### src/rtl/leg_pkg.sv
// Shared types for the dispatch scheduler: register/station ids,
// the registered dispatch payload and small helpers.
package leg_pkg;

  localparam int DEF_NUM_STATIONS = 4;
  localparam int DEF_NUM_REGS     = 32;
  localparam int DEF_REG_W        = $clog2(DEF_NUM_REGS);
  localparam int STATION_W        = 4;
  localparam int ALU_FN_W         = 6;
  localparam int IMM_W            = 16;

  typedef logic [DEF_REG_W-1:0] reg_idx_t;
  typedef logic [STATION_W-1:0] station_id_t;

  localparam station_id_t STATION_NONE = '0;

  typedef struct packed {
    logic [ALU_FN_W-1:0] alu_fn;
    reg_idx_t            reg1;
    reg_idx_t            reg2;
    reg_idx_t            target;
    logic                has_r1;
    logic                has_r2;
    logic                has_target;
    logic [IMM_W-1:0]    immediate;
  } dispatch_payload_t;

  function automatic logic station_legal(
    input station_id_t st,
    input int          n
  );
    return (st != STATION_NONE) && (int'(st) <= n);
  endfunction

  function automatic logic [31:0] sat_inc(
    input logic [31:0] v,
    input logic        en
  );
    return (en && (v != '1)) ? v + 32'd1 : v;
  endfunction

endpackage

### src/rtl/dispatch_scheduler_if.sv
// Decoder-side op handshake and station-side dispatch bundle.
// slave = scheduler view, master = producer/station view.
interface dispatch_scheduler_if #(
  parameter int NUM_STATIONS = 4,
  parameter int REG_W        = 5
);

  logic             in_valid;
  logic             in_ready;
  logic [3:0]       in_rs_station;
  logic [5:0]       in_alu_fn;
  logic [REG_W-1:0] in_reg1;
  logic [REG_W-1:0] in_reg2;
  logic             in_has_r1;
  logic             in_has_r2;
  logic [REG_W-1:0] in_target;
  logic             in_has_target;
  logic [15:0]      in_immediate;

  logic [NUM_STATIONS-1:0] disp_valid;
  logic [NUM_STATIONS-1:0] disp_ready;
  logic [5:0]              disp_alu_fn;
  logic [REG_W-1:0]        disp_reg1;
  logic [REG_W-1:0]        disp_reg2;
  logic [REG_W-1:0]        disp_target;
  logic                    disp_has_r1;
  logic                    disp_has_r2;
  logic                    disp_has_target;
  logic [15:0]             disp_immediate;

  modport slave (
    input  in_valid, in_rs_station, in_alu_fn,
    input  in_reg1, in_reg2, in_has_r1, in_has_r2,
    input  in_target, in_has_target, in_immediate,
    output in_ready,
    output disp_valid, disp_alu_fn,
    output disp_reg1, disp_reg2, disp_target,
    output disp_has_r1, disp_has_r2, disp_has_target,
    output disp_immediate,
    input  disp_ready
  );

  modport master (
    output in_valid, in_rs_station, in_alu_fn,
    output in_reg1, in_reg2, in_has_r1, in_has_r2,
    output in_target, in_has_target, in_immediate,
    input  in_ready,
    input  disp_valid, disp_alu_fn,
    input  disp_reg1, disp_reg2, disp_target,
    input  disp_has_r1, disp_has_r2, disp_has_target,
    input  disp_immediate,
    output disp_ready
  );

endinterface

### src/rtl/reg_scoreboard.sv
// Register busy vector with writeback bypass; set wins over a
// same-cycle clear. r0 is never busy.
module reg_scoreboard
  import leg_pkg::*;
#(
  parameter int NUM_REGS = 32,
  parameter int REG_W    = 5
) (
  input  logic                clk,
  input  logic                rst_n,
  input  logic                set_en,
  input  logic [REG_W-1:0]    set_reg,
  input  logic                clr_en,
  input  logic [REG_W-1:0]    clr_reg,
  input  logic                flush_clr_en,
  input  logic [REG_W-1:0]    flush_clr_reg,
  input  logic                has_r1,
  input  logic [REG_W-1:0]    reg1,
  input  logic                has_r2,
  input  logic [REG_W-1:0]    reg2,
  input  logic                has_target,
  input  logic [REG_W-1:0]    target,
  output logic                hazard,
  output logic [NUM_REGS-1:0] busy
);

  logic [NUM_REGS-1:0] busy_q;
  logic [NUM_REGS-1:0] busy_d;
  logic [NUM_REGS-1:0] clr_mask;
  logic [NUM_REGS-1:0] eff_busy;

  localparam logic [NUM_REGS-1:0] ONE = {{(NUM_REGS-1){1'b0}}, 1'b1};

  assign clr_mask = clr_en ? (ONE << clr_reg) : '0;
  assign eff_busy = busy_q & ~clr_mask;

  assign hazard = (has_r1 & eff_busy[reg1])
                | (has_r2 & eff_busy[reg2])
                | (has_target & eff_busy[target]);

  always_comb begin
    busy_d = busy_q;
    if (clr_en)
      busy_d[clr_reg] = 1'b0;
    if (flush_clr_en)
      busy_d[flush_clr_reg] = 1'b0;
    if (set_en)
      busy_d[set_reg] = 1'b1;
    busy_d[0] = 1'b0;
  end

  always_ff @(posedge clk or negedge rst_n) begin
    if (!rst_n)
      busy_q <= '0;
    else
      busy_q <= busy_d;
  end

  assign busy = busy_q;

endmodule

### src/rtl/dispatch_scheduler.sv
// Hazard-checked one-slot dispatch to reservation stations.
// Optional perf counters: define DISPATCH_PERF_EN.
module dispatch_scheduler
  import leg_pkg::*;
#(
  parameter int NUM_STATIONS = DEF_NUM_STATIONS,
  parameter int NUM_REGS     = DEF_NUM_REGS,
  parameter int REG_W        = $clog2(NUM_REGS)
) (
  input  logic                 clk,
  input  logic                 rst_n,
  dispatch_scheduler_if.slave  bus,
  input  logic                 wb_valid,
  input  logic [REG_W-1:0]     wb_reg,
  input  logic                 flush,
  output logic                 illegal_op,
  output logic [NUM_REGS-1:0]  busy_regs
`ifdef DISPATCH_PERF_EN
  ,
  output logic [31:0]          perf_dispatched,
  output logic [31:0]          perf_hazard_stall,
  output logic [31:0]          perf_station_stall
`endif
);

  typedef enum logic {EMPTY, FULL} state_t;

  state_t                  state_q;
  state_t                  state_d;
  dispatch_payload_t       in_pl;
  dispatch_payload_t       slot_q;
  dispatch_payload_t       slot_d;
  logic [NUM_STATIONS-1:0] dv_q;
  logic [NUM_STATIONS-1:0] dv_d;
  logic [NUM_STATIONS-1:0] in_onehot;
  logic                    legal;
  logic                    hazard;
  logic                    fire;
  logic                    accept;
  logic                    acc_legal;
  logic                    acc_illegal;
  logic                    go_flush;
  logic                    go_drain;
  logic                    illegal_q;
  logic                    sb_set;
  logic                    sb_flush_clr;

  assign in_pl = '{
    alu_fn:     bus.in_alu_fn,
    reg1:       bus.in_reg1,
    reg2:       bus.in_reg2,
    target:     bus.in_target,
    has_r1:     bus.in_has_r1,
    has_r2:     bus.in_has_r2,
    has_target: bus.in_has_target,
    immediate:  bus.in_immediate
  };

  assign legal = station_legal(bus.in_rs_station, NUM_STATIONS);
  assign fire  = |(dv_q & bus.disp_ready);

  // illegal ops never touch the scoreboard, so they bypass the hazard hold
  assign bus.in_ready = !flush
                      && !(legal && hazard)
                      && ((state_q == EMPTY) || fire);

  assign accept      = bus.in_valid && bus.in_ready;
  assign acc_legal   = accept && legal;
  assign acc_illegal = accept && !legal;
  assign go_flush    = flush;
  assign go_drain    = fire && !flush && !acc_legal;

  always_comb begin
    in_onehot = '0;
    for (int i = 0; i < NUM_STATIONS; i++)
      in_onehot[i] = (bus.in_rs_station == station_id_t'(i + 1));
  end

  always_comb begin
    state_d = state_q;
    slot_d  = slot_q;
    dv_d    = dv_q;
    unique case (1'b1)
      go_flush: begin
        state_d = EMPTY;
        slot_d  = '0;
        dv_d    = '0;
      end
      acc_legal: begin
        state_d = FULL;
        slot_d  = in_pl;
        dv_d    = in_onehot;
      end
      go_drain: begin
        state_d = EMPTY;
        dv_d    = '0;
      end
      default: ;
    endcase
  end

  always_ff @(posedge clk or negedge rst_n) begin
    if (!rst_n)
      state_q <= EMPTY;
    else
      state_q <= state_d;
  end

  always_ff @(posedge clk or negedge rst_n) begin
    if (!rst_n) begin
      slot_q    <= '0;
      dv_q      <= '0;
      illegal_q <= 1'b0;
    end else begin
      slot_q    <= slot_d;
      dv_q      <= dv_d;
      illegal_q <= acc_illegal;
    end
  end

  assign sb_set = acc_legal
               && bus.in_has_target
               && (bus.in_target != '0);

  // a flushed op that did not fire will never write back
  assign sb_flush_clr = flush
                     && (state_q == FULL)
                     && !fire
                     && slot_q.has_target;

  reg_scoreboard #(
    .NUM_REGS (NUM_REGS),
    .REG_W    (REG_W)
  ) u_scoreboard (
    .clk           (clk),
    .rst_n         (rst_n),
    .set_en        (sb_set),
    .set_reg       (bus.in_target),
    .clr_en        (wb_valid),
    .clr_reg       (wb_reg),
    .flush_clr_en  (sb_flush_clr),
    .flush_clr_reg (slot_q.target),
    .has_r1        (bus.in_has_r1),
    .reg1          (bus.in_reg1),
    .has_r2        (bus.in_has_r2),
    .reg2          (bus.in_reg2),
    .has_target    (bus.in_has_target),
    .target        (bus.in_target),
    .hazard        (hazard),
    .busy          (busy_regs)
  );

  assign bus.disp_valid      = dv_q;
  assign bus.disp_alu_fn     = slot_q.alu_fn;
  assign bus.disp_reg1       = slot_q.reg1;
  assign bus.disp_reg2       = slot_q.reg2;
  assign bus.disp_target     = slot_q.target;
  assign bus.disp_has_r1     = slot_q.has_r1;
  assign bus.disp_has_r2     = slot_q.has_r2;
  assign bus.disp_has_target = slot_q.has_target;
  assign bus.disp_immediate  = slot_q.immediate;
  assign illegal_op          = illegal_q;

`ifdef DISPATCH_PERF_EN
  always_ff @(posedge clk or negedge rst_n) begin
    if (!rst_n) begin
      perf_dispatched    <= '0;
      perf_hazard_stall  <= '0;
      perf_station_stall <= '0;
    end else begin
      perf_dispatched    <= sat_inc(perf_dispatched, fire);
      perf_hazard_stall  <= sat_inc(perf_hazard_stall,
                                    bus.in_valid && hazard);
      perf_station_stall <= sat_inc(perf_station_stall,
                                    (state_q == FULL) && !fire);
    end
  end
`endif

endmodule

### src/flat_wrapper.sv
// flat-port wrapper written by rule: the top's interface ports become plain ports
module dispatch_scheduler_flat import leg_pkg::*;
#(
  parameter int NUM_STATIONS = DEF_NUM_STATIONS,
  parameter int NUM_REGS     = DEF_NUM_REGS,
  parameter int REG_W        = $clog2(NUM_REGS)
)
  (clk, rst_n, wb_valid, wb_reg, flush, illegal_op, busy_regs, bus_in_valid, bus_in_rs_station, bus_in_alu_fn, bus_in_reg1, bus_in_reg2, bus_in_has_r1, bus_in_has_r2, bus_in_target, bus_in_has_target, bus_in_immediate, bus_in_ready, bus_disp_valid, bus_disp_alu_fn, bus_disp_reg1, bus_disp_reg2, bus_disp_target, bus_disp_has_r1, bus_disp_has_r2, bus_disp_has_target, bus_disp_immediate, bus_disp_ready);
  dispatch_scheduler_if #(.NUM_STATIONS(NUM_STATIONS), .REG_W(REG_W)) bus_i ();
  input  logic clk;
  input  logic rst_n;
  input  logic wb_valid;
  input  logic [REG_W-1:0] wb_reg;
  input  logic flush;
  output logic illegal_op;
  output logic [NUM_REGS-1:0] busy_regs;
  input wire logic [$bits(bus_i.in_valid)-1:0] bus_in_valid;
  input wire logic [$bits(bus_i.in_rs_station)-1:0] bus_in_rs_station;
  input wire logic [$bits(bus_i.in_alu_fn)-1:0] bus_in_alu_fn;
  input wire logic [$bits(bus_i.in_reg1)-1:0] bus_in_reg1;
  input wire logic [$bits(bus_i.in_reg2)-1:0] bus_in_reg2;
  input wire logic [$bits(bus_i.in_has_r1)-1:0] bus_in_has_r1;
  input wire logic [$bits(bus_i.in_has_r2)-1:0] bus_in_has_r2;
  input wire logic [$bits(bus_i.in_target)-1:0] bus_in_target;
  input wire logic [$bits(bus_i.in_has_target)-1:0] bus_in_has_target;
  input wire logic [$bits(bus_i.in_immediate)-1:0] bus_in_immediate;
  output wire logic [$bits(bus_i.in_ready)-1:0] bus_in_ready;
  output wire logic [$bits(bus_i.disp_valid)-1:0] bus_disp_valid;
  output wire logic [$bits(bus_i.disp_alu_fn)-1:0] bus_disp_alu_fn;
  output wire logic [$bits(bus_i.disp_reg1)-1:0] bus_disp_reg1;
  output wire logic [$bits(bus_i.disp_reg2)-1:0] bus_disp_reg2;
  output wire logic [$bits(bus_i.disp_target)-1:0] bus_disp_target;
  output wire logic [$bits(bus_i.disp_has_r1)-1:0] bus_disp_has_r1;
  output wire logic [$bits(bus_i.disp_has_r2)-1:0] bus_disp_has_r2;
  output wire logic [$bits(bus_i.disp_has_target)-1:0] bus_disp_has_target;
  output wire logic [$bits(bus_i.disp_immediate)-1:0] bus_disp_immediate;
  input wire logic [$bits(bus_i.disp_ready)-1:0] bus_disp_ready;
  assign bus_i.in_valid = bus_in_valid;
  assign bus_i.in_rs_station = bus_in_rs_station;
  assign bus_i.in_alu_fn = bus_in_alu_fn;
  assign bus_i.in_reg1 = bus_in_reg1;
  assign bus_i.in_reg2 = bus_in_reg2;
  assign bus_i.in_has_r1 = bus_in_has_r1;
  assign bus_i.in_has_r2 = bus_in_has_r2;
  assign bus_i.in_target = bus_in_target;
  assign bus_i.in_has_target = bus_in_has_target;
  assign bus_i.in_immediate = bus_in_immediate;
  assign bus_in_ready = bus_i.in_ready;
  assign bus_disp_valid = bus_i.disp_valid;
  assign bus_disp_alu_fn = bus_i.disp_alu_fn;
  assign bus_disp_reg1 = bus_i.disp_reg1;
  assign bus_disp_reg2 = bus_i.disp_reg2;
  assign bus_disp_target = bus_i.disp_target;
  assign bus_disp_has_r1 = bus_i.disp_has_r1;
  assign bus_disp_has_r2 = bus_i.disp_has_r2;
  assign bus_disp_has_target = bus_i.disp_has_target;
  assign bus_disp_immediate = bus_i.disp_immediate;
  assign bus_i.disp_ready = bus_disp_ready;
  dispatch_scheduler #(.NUM_STATIONS(NUM_STATIONS), .NUM_REGS(NUM_REGS), .REG_W(REG_W)) u_core (.clk(clk), .rst_n(rst_n), .bus(bus_i), .wb_valid(wb_valid), .wb_reg(wb_reg), .flush(flush), .illegal_op(illegal_op), .busy_regs(busy_regs));
endmodule
### config.mk
export PLATFORM = sky130hd
export DESIGN_NAME = dispatch_scheduler_flat
export DESIGN_NICKNAME = d
export VERILOG_FILES = /design/src/rtl/leg_pkg.sv /design/src/rtl/dispatch_scheduler_if.sv /design/src/rtl/reg_scoreboard.sv /design/src/rtl/dispatch_scheduler.sv /design/src/flat_wrapper.sv
export SDC_FILE = /design/constraint.sdc
export NUM_CORES = 1
export LEC_CHECK = 0
export CAP_MARGIN = 20
export CORE_AREA = 5 5 113 115
export CTS_BUF_LIST = sky130_fd_sc_hd__clkbuf_4 sky130_fd_sc_hd__clkbuf_8
export DETAILED_ROUTE_END_ITERATION = 7
export DIE_AREA = 0 0 118 120
export PLACE_DENSITY = 0.76
export SLEW_MARGIN = 20
export SYNTH_ARGS = -nofsm -noshare
export SYNTH_HDL_FRONTEND = slang
export SYNTH_SLANG_ARGS = --single-unit
export TNS_END_PERCENT = 100
### constraint.sdc
create_clock -name clk -period 4.8 [get_ports clk]
set_input_delay 0.96 -clock clk [delete_from_list [all_inputs] [get_ports clk]]
set_output_delay 0.96 -clock clk [all_outputs]
set_load 0.05 [all_outputs]
Word-level counts from Yosys, hierarchy flattened
Index checks and enable logic that the tools add are counted.
{"block": "totals", "reg_bits": 77, "output_inout_bits": 78}
{"block": "op_classes", "n_lt_le_gt_ge": 9, "n_eq_ne": 4, "shift": 1, "mux": 19, "n_bitwise": 14, "reduce_logical": 29}
{"op": "two-way mux 32 bit", "n": 4}
{"op": "AND 32 bit", "n": 3}
{"op": "NOT 32 bit", "n": 3}
{"op": "case mux 40 bit (2 select lines)", "n": 1}
{"op": "OR 32 bit", "n": 1}
{"op": "<< shifter 1 x 5 -> 32 bit, first input constant", "n": 1}
{"op": "< comparator 5 x 6 -> 1 bit, second input constant", "n": 5}
{"op": "logical AND 1 bit", "n": 17}
{"op": "binary-select mux 1 bit (select 5 bit)", "n": 3}
{"op": "demux 1 bit (select 5 bit)", "n": 3}
{"op": "greater-or-equal comparator 5 x 1 -> 1 bit, second input constant", "n": 3}
{"op": "== test 4 x 2 -> 1 bit, second input constant", "n": 2}
{"op": "case mux 4 bit (2 select lines)", "n": 1}
{"op": "two-way mux 1 bit", "n": 6}
{"op": "zero test 1 bit", "n": 5}
{"op": "nonzero test 5 bit", "n": 1}
{"op": "AND 4 bit", "n": 1}
{"op": "== test 4 x 1 -> 1 bit, second input constant", "n": 1}
{"op": "== test 4 x 3 -> 1 bit, second input constant", "n": 1}
{"op": "<= comparator 4 x 3 -> 1 bit, second input constant", "n": 1}
{"op": "nonzero test 2 bit", "n": 2}
{"op": "nonzero test 4 bit", "n": 1}
{"op": "OR reduction 4 bit", "n": 1}
{"op": "AND 1 bit", "n": 3}
{"op": "other kinds (5)", "n": 6}

Depth between registers and ports, before layout
{"block": "depth", "word_depth": 19, "depth_mapped": 12, "depth_no_buf": 8}

Cells and area by module
Synthesis repeated with hierarchy kept, for this count alone.
{"block": "hier_totals", "cells_unflattened": 489, "area_unflattened_um2": 4911.0}
{"mod": "reg_scoreboard", "instances": 1, "cells_each": 323, "area_per_inst_um2": 2638.8, "seq_area_each_um2": 775.7}
{"mod": "dispatch_scheduler", "instances": 1, "cells_each": 166, "area_per_inst_um2": 2272.2, "seq_area_each_um2": 1151.1}

Least setup slack after synthesis
No wires, ideal clock.
{"block": "synth_path", "path_type": "input-to-output", "from": "input bus_in_reg2[0]", "to": "output bus_in_ready", "arrival_ns": 4.051, "required_time_ns": 3.840, "slack_ns": -0.211, "cell_stages": 9, "path_buffers": 1, "path_cell_list": "buf_2 -> mux2_2 -> a21oi_1 -> a21oi_1 -> o31a_1 -> o311ai_0 -> o211ai_1 -> or4_1 -> a211oi_1"}
{"block": "synth_between", "elab_chain_len": 9}
{"element": "from (decl)", "line": "flat_wrapper.sv:21", "text": "input wire logic [$bits(bus_i.in_reg2)-1:0] bus_in_reg2;"}
{"element": "binary-select mux 1 bit (select 5 bit)", "line": "reg_scoreboard.sv:38", "text": "| (has_r2 & eff_busy[reg2])"}
{"element": "two-way mux 1 bit (not written as such)", "line": "reg_scoreboard.sv:38"}
{"element": "AND 1 bit", "line": "reg_scoreboard.sv:38"}
{"element": "OR 1 bit", "line": "reg_scoreboard.sv:38"}
{"element": "OR 1 bit", "line": "reg_scoreboard.sv:39", "text": "| (has_target & eff_busy[target]);"}
{"element": "logical AND 1 bit", "line": "dispatch_scheduler.sv:64", "text": "&& !(legal && hazard)"}
{"element": "zero test 1 bit", "line": "dispatch_scheduler.sv:64"}
{"element": "logical AND 1 bit", "line": "dispatch_scheduler.sv:64"}
{"element": "logical AND 1 bit", "line": "dispatch_scheduler.sv:65", "text": "&& ((state_q == EMPTY) || fire);"}
{"element": "to (decl)", "line": "flat_wrapper.sv:27", "text": "output wire logic [$bits(bus_i.in_ready)-1:0] bus_in_ready;"}
Every way passes these cells. The select of a mux whose other input is x is not followed.

Final worst setup path
{"block": "layout_path", "from": "input bus_in_target[1]", "to": "output bus_in_ready"}
{"block": "layout_between", "elab_chain_len": 8}
{"element": "from (decl)", "line": "flat_wrapper.sv:24", "text": "input wire logic [$bits(bus_i.in_target)-1:0] bus_in_target;"}
{"element": "binary-select mux 1 bit (select 5 bit)", "line": "reg_scoreboard.sv:39"}
{"element": "two-way mux 1 bit (not written as such)", "line": "reg_scoreboard.sv:39"}
{"element": "AND 1 bit", "line": "reg_scoreboard.sv:39"}
{"element": "OR 1 bit", "line": "reg_scoreboard.sv:39"}
{"element": "logical AND 1 bit", "line": "dispatch_scheduler.sv:64"}
{"element": "zero test 1 bit", "line": "dispatch_scheduler.sv:64"}
{"element": "logical AND 1 bit", "line": "dispatch_scheduler.sv:64"}
{"element": "logical AND 1 bit", "line": "dispatch_scheduler.sv:65"}
Every way passes these cells. The select of a mux whose other input is x is not followed.

==> impl_metrics.toml <==
[logic_synthesis]
seq_area_frac_synth_pct = 37.5
synthArstFlopShare_pct = 100
synth_edf_count = 0
syn_area_mm2 = 0.00513
syn_inst = 530
syn-num-nets = 588
synth.distinct_cells = 71
synth_ff_type = "dfrtp_1"
yosys_warnings = 0
synth-seq-cells = 77
syn_avg_cell_area_um2 = 9.69

[critical_path]
crit-reg2reg-launch = "u_core.u_scoreboard.busy[19]$_DFF_PN0_"
crit_required_ps = 3840
r2r_cells = 11
cp-startpoint = "bus_in_target[1]"
critical_path_class = "in2out"
r2r_slack_ps = 1500
end_kind = "primary output"
start_kind = "primary input"
crit_fanout = 17
r2r_end = "u_core.bus.disp_valid[0]$_DFFE_PN0P_"
worst-endpoint-arrival_ps = 3770

[power]
p_seq_share_pct = 42.7
cellLeakagePower_uw = 0.00329
powerDensity_mw_per_mm2 = 219
p_int_uw = 1080
ir_drop_mv = 0.174
power.switching_uw = 540
switching_share_pct = 33.3
p_comb_share_pct = 27.4
clkPwrFrac_pct = 29.8

[timing]
fin_crit_ps = 4730
drv_slew = 0
whs_ps = 547
tightest_slew_ps = 1080
rsz0062_at_grt = "false"
hold_viol_final = 0
setup_viol_count_final = 0
worst_slack_ps = 74.0
timing.fmax_mhz = 212
post-route-period-util_pct = 98.5
max_slew_margin_pct = 27.7
clock-skew-final_ps = 12.0
fin_tns_setup_ps = 0

[detailed_routing]
via_per_inst = 6.11
remaining_drc_errors = 0
routedWlPerCell_um = 23.8
first_iter_violations = 598
vias = 5336
dr.pass1.iters = 5
postRouteAntennaNets = 0
drt_wl_total_mm = 20.8

[clocking]
clock_sink_count = 77
cts_root_buf = "clkbuf_8"
cts_htree_levels = 3
clk_pin_slew_ps = 90
tritoncts = "built"
cts_buffer_depth = 2
cts_made_buffers = 9
clk_latency_ps = 370

[final_layout]
nNetsFinal = 779
fin_cells = 873
fin_util_pct = 63.2
drive_gt1_share_pct = 25.9
antennaDiodeCount = 0
syn2layout_area_growth_pct = 44.2

[worst_hold_path]
worstHoldEndpoint = "u_core.bus.disp_reg1[0]$_DFFE_PN0P_"
worstHoldStart = "u_core.bus.disp_reg1[0]$_DFFE_PN0P_"
hold_depth = 2
hold_path.class = "reg2reg"

[global_route]
antenna_found_initial = 0
grt_usage_pct = 28.6
grt_pass1_wl_mm = 31.5
grt_remaining_overflow = 0
grt_start_max_net_pins = 78
grt_pass1_vias = 5493

[placed_design]
dp.cells = 854
dp_hpwl_mm = 15.6
portBuffers = 134
dpl_worst_slack_ps = -256
gp_congestion = 1.04

[die]
start_util_pct = 43.8
die_y_um = 120
fp.coreArea_mm2 = 0.0117
fp.dieW_um = 118
num_io_pins = 136
rows = 40
die-area_mm2 = 0.0142

[run_status]
status = "completed"

[run]
drv_cap = 0
[cells in the final DEF (no fill, tap or decap), types with 9 or more instances in the layout]
| cell | n |
|---|---|
| buf_4 | 82 |
| nor2b_1 | 33 |
| dfrtp_1 | 77 |
| mux2_2 | 31 |
| nand2b_1 | 12 |
| a31o_2 | 26 |
| nand3b_1 | 10 |
| inv_1 | 11 |
| mux2i_1 | 34 |
| clkdlybuf4s50_1 | 124 |
| o21ai_0 | 21 |
| nand2_1 | 27 |
| clkbuf_8 | 11 |
| nor2_1 | 17 |
| nor3_1 | 12 |
| nand3_1 | 9 |
| a21oi_1 | 33 |
| o21ai_1 | 12 |
[layer usage]
metal  wire length, µm  global-route usage, %  vias to the layer above
li1                  -                      -                     2380
met5                 0                      0                        -
met4               775                   12.5                        0
met2              9530                   45.4                      305
met3              1980                   6.60                       51
met1              8490                   37.4                     2600
[power groups by stage]
stage	sequential (µW)	clock (µW)	combinational, µW
global placement	702	0	427
finish	692	483	444
detailed placement	703	0	429
CTS	691	494	434
global route	694	514	465
floorplan	773	0	148
[kinds of logic (layout without fill, tap and decap cells)]
family	Yosys count	in the layout	share of synthesized area, %
AO/OA/AOI/OAI	154	154	20.6
AND/OR/NAND/NOR	168	168	19.6
buffers and inverters	51	247	4.82
flip-flops	77	77	37.5
multiplexers	74	74	16.5
XOR/XNOR	5	5	0.853
other	1	1	0.0730
[synth_stat cells, types with 7 or more instances]
library cell	count	area (µm²)
o21ai_0	29	145
nor2b_1	33	206
nor3b_1	7	52.6
inv_1	11	41.3
nand2_1	27	101
o21ai_1	7	35.0
nand2b_1	14	87.6
a21oi_1	33	165
nor3_1	13	65.1
nand3_1	9	45.0
nor2_1	17	63.8
dfrtp_1	77	1930
a31o_2	26	228
buf_2	8	40.0
clkbuf_1	15	56.3
o22ai_1	7	43.8
mux2_2	31	349
nand3b_1	10	75.1
mux2i_1	35	350
[critical path: stages]
cell,delay [ps]
clkdlybuf4s50_1,550
buf_8,230
mux2i_1,320
o22ai_1,120
o22ai_1,180
a211o_1,150
or4_1,150
o21ai_2,90
or4_4,580
a211oi_4,260
buf_12,170
[worst max path at each step]
| stage | endpoint | cells after the start |
|---|---|---|
| 2_1_floorplan | bus_in_ready | 9 |
| 3_3_place_gp | bus_in_ready | 10 |
| 3_5_place_dp | bus_in_ready | 11 |
| 4_1_cts | bus_in_ready | 12 |
| 5_1_grt | bus_in_ready | 11 |
| 6_report | bus_in_ready | 11 |
[cell type report]
class,count,area (µm²)
sequential,77,1930
multi-input combinational,402,3030
tap,147,184
clock inverter,4,30.0
inverter,12,45.0
fill,1010,4310
clock buffer,12,159
timing repair buffer,219,2030
[stage by stage]
stage          cell area (µm²)  total power (µW)
2_1_floorplan             5140               921
3_3_place_gp              7120              1130
3_5_place_dp              7120              1130
4_1_cts                   7360              1620
5_1_grt                   7410              1670
6_report                  7410              1620
[sequential cells by signal, summed over array words and instances (netlist names)]
name                        flops
u_core.bus.disp_immediate      16
u_core.bus.disp_has_r2          1
u_core.bus.disp_reg1            5
u_core.bus.disp_has_target      1
u_core.bus.disp_valid           4
u_core.bus.disp_alu_fn          6
u_core.u_scoreboard.busy       31
u_core.bus.disp_reg2            5
u_core.bus.disp_has_r1          1
u_core.state_q                  1
u_core.bus.disp_target          5
u_core.illegal_op               1
[timing repair]
action | 4_1_cts | 5_1_grt
hold endpoints to repair | 0 | 0
pin swaps | 4 | 1
buffers inserted | 2 | 1
resized for setup | 14 | 20
hold buffers | 0 | 0
cloned | 0 | 0
endpoints found under the setup margin | 1 | 1
Power figures use the tool's default switching activity.
